<file path="src/rtl/dpram_arbiter_pkg.sv">
`default_nettype none
// ============================================================================
//  Module      : dpram_arbiter_pkg
//  Description : Shared FSM state encoding and port indices for dpram_arbiter.
//  Revision    : 1.0 - initial release
// ============================================================================
package dpram_arbiter_pkg;

  typedef enum logic [1:0] {
    ST_IDLE = 2'd0,
    ST_RD1  = 2'd1,
    ST_RD2  = 2'd2
  } state_e;

  localparam int unsigned C_PORT0 = 0;
  localparam int unsigned C_PORT1 = 1;

endpackage
`default_nettype wire

</file>
<file path="src/rtl/dpram_arbiter_rr_arb2.sv">
`default_nettype none
// ============================================================================
//  Module      : rr_arb2
//  Description : Two-way round-robin arbiter; `last` holds the port served.
//  Revision    : 1.0 - initial release
// ============================================================================
module rr_arb2 (
  input  logic       clk,
  input  logic       rst_n,
  input  logic [1:0] req,
  input  logic       upd_en,
  output logic [1:0] gnt
);

  logic last_q, last_d;

  always_comb begin
    gnt    = req;
    if (req == 2'b11) begin
      gnt = last_q ? 2'b01 : 2'b10;
    end
    last_d = upd_en ? gnt[1] : last_q;
  end

  // last=1 after reset so port 0 wins the first conflict
  always_ff @(posedge clk) begin
    if (!rst_n) begin
      last_q <= 1'b1;
    end else begin
      last_q <= last_d;
    end
  end

endmodule
`default_nettype wire

</file>
<file path="src/rtl/dpram_arbiter.sv">
`default_nettype none
// ============================================================================
//  Module      : dpram_arbiter
//  Description : Two-requester access controller for a dual-port RAM.
//  Revision    : 1.0 - initial release
// ============================================================================
module dpram_arbiter
  import dpram_arbiter_pkg::*;
#(
  parameter int DATA_WIDTH = 8,
  parameter int ADDR_WIDTH = 8
) (
  input  logic                  clk,
  input  logic                  rst_n,
  input  logic                  req0,
  input  logic                  wr0,
  input  logic [ADDR_WIDTH-1:0] addr0,
  input  logic [DATA_WIDTH-1:0] wdata0,
  output logic                  gnt0,
  output logic                  rvalid0,
  output logic [DATA_WIDTH-1:0] rdata0,
  input  logic                  req1,
  input  logic                  wr1,
  input  logic [ADDR_WIDTH-1:0] addr1,
  input  logic [DATA_WIDTH-1:0] wdata1,
  output logic                  gnt1,
  output logic                  rvalid1,
  output logic [DATA_WIDTH-1:0] rdata1,
  output logic                  ram_cs0,
  output logic                  ram_we0,
  output logic                  ram_oe0,
  output logic [ADDR_WIDTH-1:0] ram_addr0,
  output logic [DATA_WIDTH-1:0] ram_din0,
  input  logic [DATA_WIDTH-1:0] ram_dout0,
  output logic                  ram_cs1,
  output logic                  ram_we1,
  output logic                  ram_oe1,
  output logic [ADDR_WIDTH-1:0] ram_addr1,
  output logic [DATA_WIDTH-1:0] ram_din1,
  input  logic [DATA_WIDTH-1:0] ram_dout1
);

  logic [1:0]            req, wr, gnt, acc, rr_gnt;
  logic [ADDR_WIDTH-1:0] req_addr  [2];
  logic [DATA_WIDTH-1:0] req_wdata [2];
  logic [DATA_WIDTH-1:0] ram_dout  [2];
  logic                  idle, both_rd, upd_en;

  state_e                state_q, state_d;
  logic [1:0]            cs_q, cs_d, we_q, we_d, oe_q, oe_d, rvalid_q, rvalid_d;
  logic [ADDR_WIDTH-1:0] addr_q  [2];
  logic [ADDR_WIDTH-1:0] addr_d  [2];
  logic [DATA_WIDTH-1:0] din_q   [2];
  logic [DATA_WIDTH-1:0] din_d   [2];
  logic [DATA_WIDTH-1:0] rdata_q [2];
  logic [DATA_WIDTH-1:0] rdata_d [2];

  assign req          = {req1, req0};
  assign wr           = {wr1, wr0};
  assign req_addr[0]  = addr0;
  assign req_addr[1]  = addr1;
  assign req_wdata[0] = wdata0;
  assign req_wdata[1] = wdata1;
  assign ram_dout[0]  = ram_dout0;
  assign ram_dout[1]  = ram_dout1;

  // Two reads never collide, so they are served together and leave the pointer alone
  assign idle    = rst_n && (state_q == ST_IDLE);
  assign both_rd = (&req) && !(|wr);
  assign upd_en  = idle && (|req) && !both_rd;
  assign gnt     = idle ? (both_rd ? 2'b11 : rr_gnt) : 2'b00;
  assign acc     = req & gnt;

  rr_arb2 u_rr_arb2 (
    .clk    (clk),
    .rst_n  (rst_n),
    .req    (req),
    .upd_en (upd_en),
    .gnt    (rr_gnt)
  );

  always_comb begin
    state_d  = state_q;
    cs_d     = cs_q;
    we_d     = we_q;
    oe_d     = oe_q;
    addr_d   = addr_q;
    din_d    = din_q;
    rdata_d  = rdata_q;
    rvalid_d = 2'b00;
    case (state_q)
      ST_IDLE: begin
        cs_d = 2'b00;
        we_d = 2'b00;
        oe_d = 2'b00;
        for (int n = 0; n < 2; n++) begin
          if (acc[n]) begin
            cs_d[n]   = 1'b1;
            addr_d[n] = req_addr[n];
            if (wr[n]) begin
              we_d[n]  = 1'b1;
              din_d[n] = req_wdata[n];
            end else begin
              oe_d[n]  = 1'b1;
            end
          end
        end
        if (|(acc & ~wr)) begin
          state_d = ST_RD1;
        end
      end
      ST_RD1: begin
        state_d = ST_RD2;
      end
      ST_RD2: begin
        // RAM output register was loaded one edge ago; capture it now
        for (int n = 0; n < 2; n++) begin
          if (oe_q[n]) begin
            rdata_d[n]  = ram_dout[n];
            rvalid_d[n] = 1'b1;
          end
        end
        cs_d    = 2'b00;
        oe_d    = 2'b00;
        state_d = ST_IDLE;
      end
      default: begin
        state_d = ST_IDLE;
      end
    endcase
  end

  always_ff @(posedge clk) begin
    if (!rst_n) begin
      state_q  <= ST_IDLE;
      cs_q     <= 2'b00;
      we_q     <= 2'b00;
      oe_q     <= 2'b00;
      rvalid_q <= 2'b00;
      addr_q   <= '{default: '0};
      din_q    <= '{default: '0};
      rdata_q  <= '{default: '0};
    end else begin
      state_q  <= state_d;
      cs_q     <= cs_d;
      we_q     <= we_d;
      oe_q     <= oe_d;
      rvalid_q <= rvalid_d;
      addr_q   <= addr_d;
      din_q    <= din_d;
      rdata_q  <= rdata_d;
    end
  end

  assign gnt0      = gnt[C_PORT0];
  assign gnt1      = gnt[C_PORT1];
  assign rvalid0   = rvalid_q[C_PORT0];
  assign rvalid1   = rvalid_q[C_PORT1];
  assign rdata0    = rdata_q[C_PORT0];
  assign rdata1    = rdata_q[C_PORT1];
  assign ram_cs0   = cs_q[C_PORT0];
  assign ram_cs1   = cs_q[C_PORT1];
  assign ram_we0   = we_q[C_PORT0];
  assign ram_we1   = we_q[C_PORT1];
  assign ram_oe0   = oe_q[C_PORT0];
  assign ram_oe1   = oe_q[C_PORT1];
  assign ram_addr0 = addr_q[C_PORT0];
  assign ram_addr1 = addr_q[C_PORT1];
  assign ram_din0  = din_q[C_PORT0];
  assign ram_din1  = din_q[C_PORT1];

endmodule
`default_nettype wire

</file>
<file path="config.mk">
export PLATFORM = sky130hd
export DESIGN_NAME = dpram_arbiter
export DESIGN_NICKNAME = d
export VERILOG_FILES = /design/src/rtl/dpram_arbiter_pkg.sv /design/src/rtl/dpram_arbiter_rr_arb2.sv /design/src/rtl/dpram_arbiter.sv
export SDC_FILE = /design/constraint.sdc
export NUM_CORES = 1
export LEC_CHECK = 0
export CAP_MARGIN = 20
export CORE_UTILIZATION = 43
export DETAILED_ROUTE_END_ITERATION = 6
export PLACE_DENSITY_LB_ADDON = 0.08
export SYNTH_ARGS = -nofsm -noshare
export SYNTH_HDL_FRONTEND = slang
export SYNTH_SLANG_ARGS = --single-unit
</file>
<file path="constraint.sdc">
create_clock -name clk -period 2.4 [get_ports clk]
set_input_delay 0.48 -clock clk [delete_from_list [all_inputs] [get_ports clk]]
set_output_delay 0.48 -clock clk [all_outputs]
set_load 0.01 [all_outputs]
</file>
==> results of run 1 <==
[cells by family after synthesis]
group           after synthesis  share of synthesized area
mux                          48                      0.207
buf+inv                      19                     0.0473
compound gates               14                     0.0403
flops                        59                      0.508
simple gates                107                      0.198
[metal layers]
metal	global-route usage	up-vias	wire, um
li1	-	1037	-
met1	0.197	890	2120
met2	0.314	79	2510
met3	0.0767	9	522
met4	0.0926	0	80
met5	0	-	0
[metrics by stage]
step | utilization | worst slack, ps | instances
detailed placement | 0.672 | 10.6 | 419
global route | 0.709 | 33.0 | 436
CTS | 0.706 | 17.7 | 435
floorplan | - | 883 | 247
finish | 0.709 | 108 | 436
global placement | 0.672 | 55.5 | 419
[layout make-up]
cell class                 count  area [um^2]
fill                         412         1510
sequential                    59         1180
timing repair buffer         120         1180
multi-input combinational    169         1040
clock buffer                  14          163
tap                           70         87.6
clock inverter                 2         10.0
inverter                       2         7.51
[synthesized netlist by cell type, drive strengths merged]
| library cell | instances | share of area |
|---|---|---|
| nor3 | 1 | 0.0021 |
| and4 | 1 | 0.0038 |
| nand3b | 3 | 0.0097 |
| mux2i | 48 | 0.21 |
| nand3 | 3 | 0.0065 |
| clkbuf | 10 | 0.016 |
| o21ai | 4 | 0.0086 |
| inv | 2 | 0.0032 |
| nor2b | 3 | 0.0081 |
| nor3b | 2 | 0.0086 |
| or3b | 2 | 0.0086 |
| o31ai | 1 | 0.0032 |
| dfxtp | 59 | 0.51 |
| and2 | 1 | 0.0027 |
| buf | 7 | 0.028 |
| nor2 | 22 | 0.036 |
| nand2b | 1 | 0.0027 |
| o211ai | 1 | 0.0032 |
| a21oi | 4 | 0.0086 |
| o21a | 3 | 0.0097 |
| o21ba | 1 | 0.0070 |
| nand2 | 68 | 0.11 |
[sequential cells by signal (all words and copies together), names as in the netlist, 2 cells and up]
signal	count
ram_din1	8
ram_din0	8
state_q	2
rdata1	8
rvalid_q	2
ram_addr0	8
ram_addr1	8
rdata0	8
oe_q	2
cs_q	2
we_q	2
[cells in the final DEF (no fill, tap or decap), types with 2 or more instances in the layout]
cell and instances:
o21a_1 3, clkdlybuf4s50_1 107, mux2i_1 48, a21oi_1 4
nand3b_1 3, clkbuf_1 3, clkinv_2 2, o21ai_0 2
nand2_1 68, dfxtp_1 59, o21ai_1 2, inv_1 2
clkbuf_8 11, buf_4 9, dlymetal6s2s_1 3, nand3_1 3
nor2b_1 3, nor2_1 21
[critical path, stage by stage]
cell and delay [ps]:
clkdlybuf4s50_1 480, o211ai_1 150, nand2_1 80, nor2_1 90, clkdlybuf4s50_1 540
[path summary, 6_finish.rpt]
kind | startpoint | end | slack (ps)
worst max-delay path | req0 | gnt1 | 110
worst min-delay path | ram_din1[5] | ram_din1[5] | 460
worst max register to register | state_q[0] | ram_din1[7] | 850
worst min register to register | ram_din1[5] | ram_din1[5] | 460
[power by group]
group          leakage [uW]  switching [uW]  internal, uW
logic               0.00101             139           216
registers          0.000481            27.0          1030
clock network     0.0000905             343           429
[what timing repair did]
item	4_1_cts	5_1_grt
gates resized for setup	0	4
setup buffers	0	1
setup endpoints to repair	0	2
hold buffers	0	0
==> impl_metrics.env, run 1 <==
export IMPL_status="finished clean"
export IMPL_place_area_mm2=0.00348
export IMPL_fin_hold_ws_ps=457
export IMPL_antenna_found_initial=0
export IMPL_start_util=0.450
export IMPL_drc=0
export IMPL_dr_pass1_iters=4
export IMPL_routed_wirelength_mm=5.23
export IMPL_gp_congestion=0.841
export IMPL_finalPower_uw=2180
export IMPL_grt_pass1_wl_mm=7.92
export IMPL_grt_max_degree=71
export IMPL_wl_per_cell_um=12.0
export IMPL_cp_max_fo=6
export IMPL_rsz0062_at_grt="false"
export IMPL_fin_area_mm2=0.00367
export IMPL_cts_root_buffer="clkbuf_8"
export IMPL_max_freq_mhz=436
export IMPL_io_buffer_count=111
export IMPL_setup_violations_final=0
export IMPL_grt_pass1_vias=1874
export IMPL_leakage_uw=0.00158
export IMPL_numCtsBuffers=9
export IMPL_clkTransAtPathRegs_ps=60
export IMPL_ys_types=28
export IMPL_crit_required_ps=1920
export IMPL_syn_mean_instance_area_um2=9.42
export IMPL_core_mm2=0.00517
export IMPL_grt_use_total=0.185
export IMPL_end_kind="primary output"
export IMPL_worstSetupStartpointType="input pin"
export IMPL_cts_tree="built"
export IMPL_slew_viol_final=0
export IMPL_hp_class="reg2reg"
export IMPL_post_route_min_period_ps=2290
export IMPL_rows=26
export IMPL_clockBufferDepth=2
export IMPL_tightest_slew_ps=633
export IMPL_fin_tns_setup_ps=0
export IMPL_hold_viol=0
export IMPL_fin_worst_skew_ps=4.31
export IMPL_htreeDepth=3
export IMPL_dieWidth_um=75.5
export IMPL_via_per_inst=4.62
export IMPL_critical_path_arrival_ps=1810
export IMPL_syn_cell_area_mm2=0.00233
export IMPL_synth_warnings=0
export IMPL_synth_cells=247
export IMPL_drive_gt1_frac=0.0765
export IMPL_clock_latency_ps=320
export IMPL_holdPathStages=2
export IMPL_relSlewSlack=0.578
export IMPL_num_vias=2015
export IMPL_ir_worst_vdd_mv=0.343
export IMPL_ys_ff_latch=59
export IMPL_dieHeight_um=75.5
export IMPL_cts_sinks=59
export IMPL_first_iter_violations=77
export IMPL_post_route_period_util=0.955
export IMPL_r2r_cells=4
export IMPL_diodes=0
export IMPL_hpwlAfterDp_mm=3.76
export IMPL_antenna_left=0
export IMPL_synth_fp_nets=301
export IMPL_layout_area_overhead_vs_synth_pct=57.7
export IMPL_dieArea_mm2=0.00571
export IMPL_power_density_mw_per_mm2=594
export IMPL_pin_count=112
export IMPL_overflow=0
export IMPL_crit_type="in2out"
export IMPL_seq_area_frac_synth=0.508
export IMPL_cap_viol_max_count=0
export IMPL_nets=415
No activity file was read; power rests on OpenSTA's default activity.
==> inputs of run 2 (changes only) <==
Settings changed: CORE_UTILIZATION 43 to 36.
Clock period 2.4 ns to 2 ns, I/O delays scaled along.
==> run 2 against run 1 <==
Register-to-register slack lost 400 ps. Largest power group unchanged. Sequential share of layout area shrank 0.39 points. Die area grew 19%. Sequential power grew 20%. First-iteration DRC count shrank 47%. Clock skew grew 3.3 ps. Flip-flop and latch count is the same. Via count grew 1.2%. Hold slack lost 20 ps.
==> impl_metrics.env, run 2 (synthesis gave the netlist of run 1 again) <==
export IMPL_cts_sinks=59
export IMPL_final_util=0.613
export IMPL_fin_area_mm2=0.00371
export IMPL_crit_type="in2out"
export IMPL_max_freq_mhz=528
export IMPL_io_buffer_count=111
export IMPL_cap_viol_max_count=0
export IMPL_switching_power_uw=639
export IMPL_start_util=0.384
export IMPL_relSlewSlack=0.585
export IMPL_crit_required_ps=1600
export IMPL_mostFrequentLayoutCells="clkdlybuf4s50_1 (107), nand2_1 (68), dfxtp_1 (59)"
export IMPL_numCtsBuffers=9
export IMPL_via_per_inst=4.57
export IMPL_fin_hold_ws_ps=438
export IMPL_hpwlAfterDp_mm=3.97
export IMPL_hp_class="in2reg"
export IMPL_grt_use_total=0.164
export IMPL_ir_worst_vdd_mv=0.361
export IMPL_end_kind="primary output"
export IMPL_nets=421
export IMPL_critical_path_arrival_ps=1490
export IMPL_status="finished clean"
export IMPL_post_route_period_util=0.947
export IMPL_pwr_share_clk=0.347
export IMPL_cp_max_fo=3
export IMPL_pin_count=112
export IMPL_layout_area_overhead_vs_synth_pct=59.6
export IMPL_routed_wirelength_mm=5.53
export IMPL_preCtsSetupSlack_ps=-202
export IMPL_power_density_mw_per_mm2=703
export IMPL_pwr_share_comb=0.171
export IMPL_tightest_slew_ps=622
export IMPL_htreeDepth=3
export IMPL_cts_tree="built"
export IMPL_postCtsSetupBuffers=0
export IMPL_hold_viol=0
export IMPL_holdPathStages=3
export IMPL_setup_ws_ps=106
export IMPL_grt_pass1_vias=1847
export IMPL_grt_pass1_wl_mm=8.34
export IMPL_clockBufferDepth=2
export IMPL_clkTransAtPathRegs_ps=60
export IMPL_first_iter_violations=41
export IMPL_core_mm2=0.00606
export IMPL_fin_worst_skew_ps=7.59
export IMPL_rsz0062_at_grt="false"
export IMPL_grt_max_degree=65
export IMPL_final_common_cell="clkdlybuf4s50_1"
export IMPL_drc=0
export IMPL_worstSetupStartpointType="input pin"
export IMPL_cts_root_buffer="clkbuf_8"
export IMPL_num_vias=2039
export IMPL_p_int_uw=1970
export IMPL_r2r_cells=5
export IMPL_wl_per_cell_um=12.4
export IMPL_dieArea_mm2=0.00679
export IMPL_dieWidth_um=82.4
export IMPL_drive_gt1_frac=0.0916
export IMPL_post_route_min_period_ps=1890
export IMPL_leakage_uw=0.00159
export IMPL_dr_pass1_iters=4
export IMPL_diodes=0
export IMPL_gp_congestion=0.789
export IMPL_antenna_found_initial=0
export IMPL_swShare=0.245
export IMPL_dieHeight_um=82.4
export IMPL_finalPower_uw=2610
export IMPL_antenna_left=0
export IMPL_rows=28
export IMPL_overflow=0
export IMPL_pwr_share_seq=0.482
export IMPL_clock_latency_ps=320
export IMPL_place_area_mm2=0.00355
export IMPL_setup_violations_final=0
export IMPL_slew_viol_final=0
## run 2: changes by cell type in the layout (fill, tap and decap cells not counted)
cell,before,now
buf_12,0,1
buf_4,9,14
clkbuf_1,3,2
clkbuf_8,11,10
clkdlybuf4s15_1,0,1
clkinv_2,2,3
dlygate4sd2_1,0,1
dlymetal6s2s_1,3,1
## run 2: path summary, 6_finish.rpt
path / from / to / slack [ps]
worst min register to register: ram_din1[4] / ram_din1[4] / 460
worst max register to register: state_q[0] / ram_din0[0] / 450
worst min-delay path: rst_n / u_rr_arb2.last_q / 440
worst max-delay path: wr1 / gnt1 / 110
## run 2: timing repair
| item | CTS | global route |
|---|---|---|
| gates resized for setup | 3 | 2 |
| pin swaps | 2 | 1 |
| hold buffers | 0 | 0 |
| endpoints found under the setup margin | 2 | 1 |
## run 2: worst max-delay path, cell delays in order
cell and delay, ps:
clkdlybuf4s50_1 460, o211ai_1 240, nand2_1 80, nor2_1 80
clkdlybuf4s15_1 240
## run 2: cell type report
type	count	area, um^2
Fill cell	546	2350
Clock inverter	3	15.0
Tap cell	75	93.8
Clock buffer	12	145
Sequential cell	59	1180
Inverter	2	7.51
Timing Repair Buffer	126	1230
Multi-Input combinational cell	169	1040
## run 2: per-layer routing
layer | GRT usage | vias to the layer above | share of wire
li1 | - | 1047 | -
met1 | 0.193 | 910 | 0.46
met2 | 0.254 | 75 | 0.43
met3 | 0.0747 | 7 | 0.11
met4 | 0.0789 | 0 | 0.011
met5 | 0 | - | 0
## run 2: through the flow
| step | instances | setup TNS (ps) |
|---|---|---|
| after floorplan | 247 | 0 |
| after global placement | 431 | -811 |
| after detailed placement | 431 | -1330 |
| after CTS | 446 | 0 |
| after global routing | 446 | 0 |
| final | 446 | 0 |
## run 2: power by group through the flow
stage	clock network (uW)	logic (uW)	registers, uW
CTS	938	451	1260
global placement	0	448	1280
global route	990	481	1270
finish	906	445	1260
floorplan	0	172	1310
detailed placement	0	451	1280
==> inputs of run 3 (changes only) <==
Settings changed: CORE_UTILIZATION 36 to 35.
==> run 3 against run 2 <==
Critical path depth did not move. Cell area grew 1.0%. Register-to-register slack improved by 30 ps. Fmax up 0.64%. Via count down 0.59%. Critical endpoint unchanged. Routed wire length is 1.1% lower. Clock-buffer cell count rose by 1.
==> impl_metrics.env, run 3 (synthesis gave the netlist of run 1 again) <==
export IMPL_status="finished clean"
export IMPL_cts_sinks=59
export IMPL_rsz0062_at_grt="false"
export IMPL_cap_viol_max_count=0
export IMPL_post_route_min_period_ps=1880
export IMPL_top_usage_layer="met2"
export IMPL_whs_endpoint="state_q[0]"
export IMPL_drive_gt1_frac=0.0989
export IMPL_numCtsBuffers=9
export IMPL_routed_wirelength_mm=5.47
export IMPL_critical_path_arrival_ps=1480
export IMPL_fin_area_mm2=0.00375
export IMPL_fin_worst_skew_ps=6.18
export IMPL_crit_type="in2out"
export IMPL_worstSetupStartpointType="input pin"
export IMPL_core_mm2=0.00639
export IMPL_crit_buf_inv=2
export IMPL_setup_ws_ps=118
export IMPL_ir_worst_vdd_mv=0.401
export IMPL_setup_violations_final=0
export IMPL_slew_viol_final=0
export IMPL_use_met2=0.265
export IMPL_rr_endpoint="ram_din0[3]"
export IMPL_slowest_stage="clkdlybuf4s50_1"
export IMPL_gp_congestion=0.767
export IMPL_grt_max_degree=72
export IMPL_diodes=0
export IMPL_cts_tree="built"
export IMPL_dieWidth_um=83.5
export IMPL_mostFrequentLayoutCells="clkdlybuf4s50_1 (108), nand2_1 (68), dfxtp_1 (59)"
export IMPL_critPathMaxStageDelay_ps=450
export IMPL_nets=424
export IMPL_num_vias=2027
export IMPL_pin_count=112
export IMPL_cts_root_buffer="clkbuf_8"
export IMPL_place_area_mm2=0.00356
export IMPL_first_iter_violations=52
export IMPL_clock_latency_ps=320
export IMPL_r2r_cells=5
export IMPL_power_density_mw_per_mm2=715
export IMPL_holdPathStages=3
export IMPL_via_per_inst=4.49
export IMPL_clkTransAtPathRegs_ps=60
export IMPL_hpwlAfterDp_mm=3.84
export IMPL_gr_usage_met1=0.204
export IMPL_post_route_period_util=0.941
export IMPL_grt_pass1_vias=2000
export IMPL_clockBufferDepth=2
export IMPL_grt_pass1_wl_mm=9.36
export IMPL_crit_path_cell_trace="clkdlybuf4s50_1 > o211ai_1 > nand2_1 > nor2_1 > dlygate4sd2_1"
export IMPL_crit_required_ps=1600
export IMPL_cp_max_fo=4
export IMPL_antenna_left=0
export IMPL_finalPower_uw=2680
export IMPL_leakage_uw=0.00161
export IMPL_hold_viol=0
export IMPL_end_kind="primary output"
export IMPL_fin_hold_ws_ps=419
export IMPL_layout_area_overhead_vs_synth_pct=61.2
export IMPL_drc=0
export IMPL_max_freq_mhz=531
export IMPL_rrSetupSlack_ps=480
export IMPL_crit_cells=5
export IMPL_preCtsSetupSlack_ps=-191
export IMPL_hold_path_startpoint="rst_n"
export IMPL_overflow=0
export IMPL_dr_pass1_iters=4
export IMPL_crit_family="buffers and inverters"
export IMPL_wl_per_cell_um=12.1
export IMPL_hp_class="in2reg"
export IMPL_final_common_cell="clkdlybuf4s50_1"
export IMPL_tightest_slew_ps=667
export IMPL_relSlewSlack=0.555
export IMPL_start_util=0.364
export IMPL_antenna_found_initial=0
export IMPL_htreeDepth=3
export IMPL_rows=29
export IMPL_dieHeight_um=83.5
export IMPL_dieArea_mm2=0.00698
export IMPL_fin_tns_setup_ps=0
export IMPL_io_buffer_count=111
export IMPL_r2r_start="state_q[0]"
export IMPL_grt_use_total=0.168
export IMPL_grtUsageMet3=0.0593
run 3: worst register-to-register path, stage by stage, from the launching register on:
cell     delay, ps
dfxtp_1        310
buf_4          160
or3b_4         410
nor3b_2        160
buf_4          220
mux2i_1        200
run 3: what timing repair did:
action                     in CTS  in global routing
buffers inserted                1                  1
setup endpoints to repair       2                  2
resized for setup               2                  1
cloned                          0                  0
pin swaps                       1                  1
hold endpoints to repair        0                  0
hold buffers                    0                  0
run 3: final cells by class:
type                       instances  area [um^2]
sequential                        59         1180
multi-input combinational        169         1030
clock buffer                      13          169
timing repair buffer             129         1250
clock inverter                     2         10.0
fill                             572         2640
inverter                           2         7.51
tap                               77         96.3
run 3: worst max-delay path by stage:
stage / startpoint / end
after floorplan: state_q[0] / gnt0
after global placement: wr0 / gnt1
after detailed placement: wr0 / gnt1
after CTS: wr0 / gnt1
after global routing: wr0 / gnt1
final: wr0 / gnt1
run 3: report_power, final:
group | total (uW) | internal, uW | switching (uW) | leakage, uW
Clock | 972 | 541 | 431 | 0.0000953
Sequential | 1260 | 1230 | 28.9 | 0.000481
Combinational | 452 | 276 | 176 | 0.00104
Total | 2680 | 2050 | 636 | 0.00161
run 3: metrics by stage:
step	instances	utilization
2_1_floorplan	247	-
3_3_place_gp	434	0.557
3_5_place_dp	434	0.557
4_1_cts	450	0.586
5_1_grt	451	0.587
6_report	451	0.587
run 3: metal layers:
| layer | share of wire | vias to the layer above |
|---|---|---|
| li1 | - | 1053 |
| met4 | 0.019 | 0 |
| met1 | 0.45 | 889 |
| met5 | 0 | - |
| met3 | 0.085 | 9 |
| met2 | 0.45 | 76 |
==> patch 1, RTL diff (settings of run 3) <==
Encoding of `state_e`: now one-hot (3 bits for 3 states).
--- a/src/rtl/dpram_arbiter_pkg.sv
+++ b/src/rtl/dpram_arbiter_pkg.sv
@@ -8,6 +8,6 @@
 
-  typedef enum logic [1:0] {
-    ST_IDLE = 2'd0,
-    ST_RD1  = 2'd1,
-    ST_RD2  = 2'd2
+  typedef enum logic [2:0] {
+    ST_IDLE = 3'b001,
+    ST_RD1  = 3'b010,
+    ST_RD2  = 3'b100
   } state_e;
Formal check against the unedited RTL: no difference found for any inputs over 10 cycles, from zero or initial values and one cycle with rst_n low; not proved beyond that.
==> patch 1 against run 3 <==
- wire length up 8.5%
- clock skew up 0.64 ps
- global-route usage up 0.26 points
- synthesized area up 4.9%
- total power up 13%
- synthesized cell count unchanged
- worst hold slack better by 37 ps
- combinational power up 18%
- die area up 4.8%
- first-iteration DRC count up 58%
- sequential cell count up 1
- critical path type is now flip-flop to output pin
- largest cell class unchanged
- setup slack worse by 50 ps
- cell area up 7.3%
==> patch 1: results (changes against run 3) <==
Worst Setup Slack post-DPL=-307.9 ps (was -190.5 ps); pin count of the biggest net entering global routing=60 (was 72); CP max stage cell=sky130_fd_sc_hd__dfxtp_4 (was sky130_fd_sc_hd__clkdlybuf4s50_1); Post-DP HPWL=4.090 mm (was 3.839 mm); crit-path leading delay family=simple AND/OR/NAND/NOR gates (was buffers and inverters); total routed wirelength=5.928 mm (was 5.466 mm); layout cell share with drive strength beyond 1=15.89% (was 9.893%); status=completed (unchanged); delay contributed by the slowest stage of the critical path=360 ps (was 450 ps); total instance count after detailed placement=435 (was 434); worst-case hold slack=455.5 ps (was 418.8 ps); worst-path maximum fanout=5 (was 4); list of most frequent post-synthesis cells=sky130_fd_sc_hd__nand2_1 (64), sky130_fd_sc_hd__dfxtp_1 (60), sky130_fd_sc_hd__mux2i_1 (49), sky130_fd_sc_hd__nor2b_1 (16), sky130_fd_sc_hd__clkbuf_1 (9) (was sky130_fd_sc_hd__nand2_1 (68), sky130_fd_sc_hd__dfxtp_1 (59), sky130_fd_sc_hd__mux2i_1 (48), sky130_fd_sc_hd__nor2_1 (22), sky130_fd_sc_hd__clkbuf_1 (10)); Placed Area=3684 um^2 (was 3558 um^2); Max Fclk=517.4 MHz (was 531.2 MHz); Worst Hold Launch=ram_din1[5] (was rst_n); hold-critical path endpoint=ram_din1[5] (was state_q[0]); Seq/Total Area, Yosys=49.23% (was 50.78%); mux cell area share after synthesis=20.10% (was 20.66%); Leak Pwr=1.589 nW (was 1.611 nW); number of standard cells in the final layout excluding fillers=464 (was 451); global-route wire length before repair=9.784 mm (was 9.363 mm); register-to-register path setup slack=120 ps (was 480 ps); overall via count from detail_route=2,117 (was 2,027); Layout fillers=605 (was 572); r2r worst-path depth=10 (was 5); global-route usage over all layers=17.09% (was 16.83%)
-- patch 1: changes by cell type in the layout (fill, tap and decap cells not counted), sizes merged, moves of 4 or more --
cell,run 3,this run
a21oi,4,0
buf,19,28
clkdlybuf4s50,108,104
inv,2,9
nand2,68,64
nor2,22,2
nor2b,3,16
-- patch 1: final cells by class --
cell class                 instances  area [um^2]  share of cell area, %
inverter                           8        30.03                 0.7460
timing repair buffer             138         1339                  33.26
tap                               80        100.1                  2.487
multi-input combinational        162         1125                  27.95
sequential                        60         1207                  30.00
clock inverter                     6        86.33                  2.145
clock buffer                      10        137.6                  3.419
-- patch 1: per-layer routing --
layer | vias to the layer above | track usage [%] | share of wire, %
met5 | - | 0 | 0
met1 | 962 | 22.26 | 46
li1 | 1082 | - | -
met2 | 65 | 25.82 | 45
met3 | 8 | 5.582 | 7.0
met4 | 0 | 7.727 | 1.2
-- patch 1: worst reg2reg max path, delay by kind of cell, from the launching register on --
kind,cells,cell delay (ps)
compound gates,1,140
buf+inv,7,870
flops,1,360
simple gates,2,440
==> patch 2, RTL diff (settings of run 3) <==
Without the edit above. Set the parameter `DATA_WIDTH` to 10 (it was 8).
--- a/src/rtl/dpram_arbiter.sv
+++ b/src/rtl/dpram_arbiter.sv
@@ -9,3 +9,3 @@
 #(
-  parameter int DATA_WIDTH = 8,
+  parameter int DATA_WIDTH = 10,
   parameter int ADDR_WIDTH = 8
Ports: changed (8 resized); port bits go from 112 to 128. No check against the original RTL was run, so the function may have changed too.
==> patch 2 against run 3 <==
- core utilization increased by 0.14 points
- global-route usage decreased by 1.1 points
- clock power increased by 9%
- wire length increased by 11%
- sequential cell count grew 8
- total power is 11% higher
- synthesized area rose by 12%
- first-iteration DRC count up 17%
- setup slack worse by 8.9 ps
- fmax down 0.47%
- cell area up 13%
==> patch 2: results (changes against run 3) <==
global-route usage over all layers=15.76% (was 16.83%); Leak Pwr=1.812 nW (was 1.611 nW); worst-case hold slack=427.7 ps (was 418.8 ps); overall via count from detail_route=2,284 (was 2,027); total routed wirelength=6.078 mm (was 5.466 mm); Seq. pwr=1.42 mW (was 1.26 mW); met2 global-route usage=24.34% (was 26.53%); wire length on met3=571 um (was 464 um); Mapped Avg Cell Area=9.422 um^2 (was 9.417 um^2); Seq/Total Area, Yosys=51.39% (was 50.78%); vias in the first global route=2,076 (was 2,000); global routing met1 resource utilization=19.12% (was 20.40%); GR met3 Demand/Resource=6.250% (was 5.935%); Net Count, Synth=339 (was 301); Layout fillers=671 (was 572); Worst R2R End=ram_addr0[5] (was ram_din0[3]); Iteration-0 DRC Markers=61 (was 52); list of most frequent post-synthesis cells=sky130_fd_sc_hd__nand2_1 (76), sky130_fd_sc_hd__dfxtp_1 (67), sky130_fd_sc_hd__mux2i_1 (56), sky130_fd_sc_hd__nor2_1 (27), sky130_fd_sc_hd__clkbuf_1 (9) (was sky130_fd_sc_hd__nand2_1 (68), sky130_fd_sc_hd__dfxtp_1 (59), sky130_fd_sc_hd__mux2i_1 (48), sky130_fd_sc_hd__nor2_1 (22), sky130_fd_sc_hd__clkbuf_1 (10)); final cell utilization of the core=58.86% (was 58.72%); status=completed (unchanged); worst-path maximum fanout=3 (was 4); average routed wire per standard cell=11.78 um (was 12.12 um); pin count of the biggest net entering global routing=79 (was 72); gp weighted congestion=0.7956 (was 0.7674); cell types with the largest area share after synthesis=sky130_fd_sc_hd__dfxtp_1 (51%), sky130_fd_sc_hd__mux2i_1 (21%), sky130_fd_sc_hd__nand2_1 (11%) (unchanged); share of the synthesized area in compound gates (AO/OA/AOI/OAI)=3.835% (was 4.034%); Worst Setup Slack post-DPL=-166.3 ps (was -190.5 ps); Post-DP HPWL=4.406 mm (was 3.839 mm); number of port buffers=127 (was 111); relative slew slack=52.17% (was 55.54%)
patch 2: cell types whose count changed after synthesis, sizes merged, moves of 2 or more:
cell / before / now
dfxtp: 59 / 67
and2: 1 / 3
nor2: 22 / 27
nand2: 68 / 76
nor2b: 3 / 1
mux2i: 48 / 56
buf: 7 / 9
patch 2: final cells by class:
| class | instances | area share (%) |
|---|---|---|
| timing repair buffer | 143 | 33.47 |
| clock inverter | 3 | 0.9428 |
| inverter | 2 | 0.1768 |
| sequential | 67 | 31.59 |
| antenna | 1 | 0.05893 |
| multi-input combinational | 190 | 27.52 |
| tap | 99 | 2.917 |
| clock buffer | 11 | 3.329 |
patch 2: repair_timing:
action | 4_1_cts | 5_1_grt
resized for setup | 2 | 1
setup endpoints to repair | 2 | 1
setup buffers | 1 | 0
endpoints found under the hold margin | 0 | 0
pin swaps | 1 | 0
patch 2: worst min-delay path, stage by stage:
cell and delay, ps:
sky130_fd_sc_hd__buf_2 120, sky130_fd_sc_hd__nand2_1 130, sky130_fd_sc_hd__a21oi_1 60
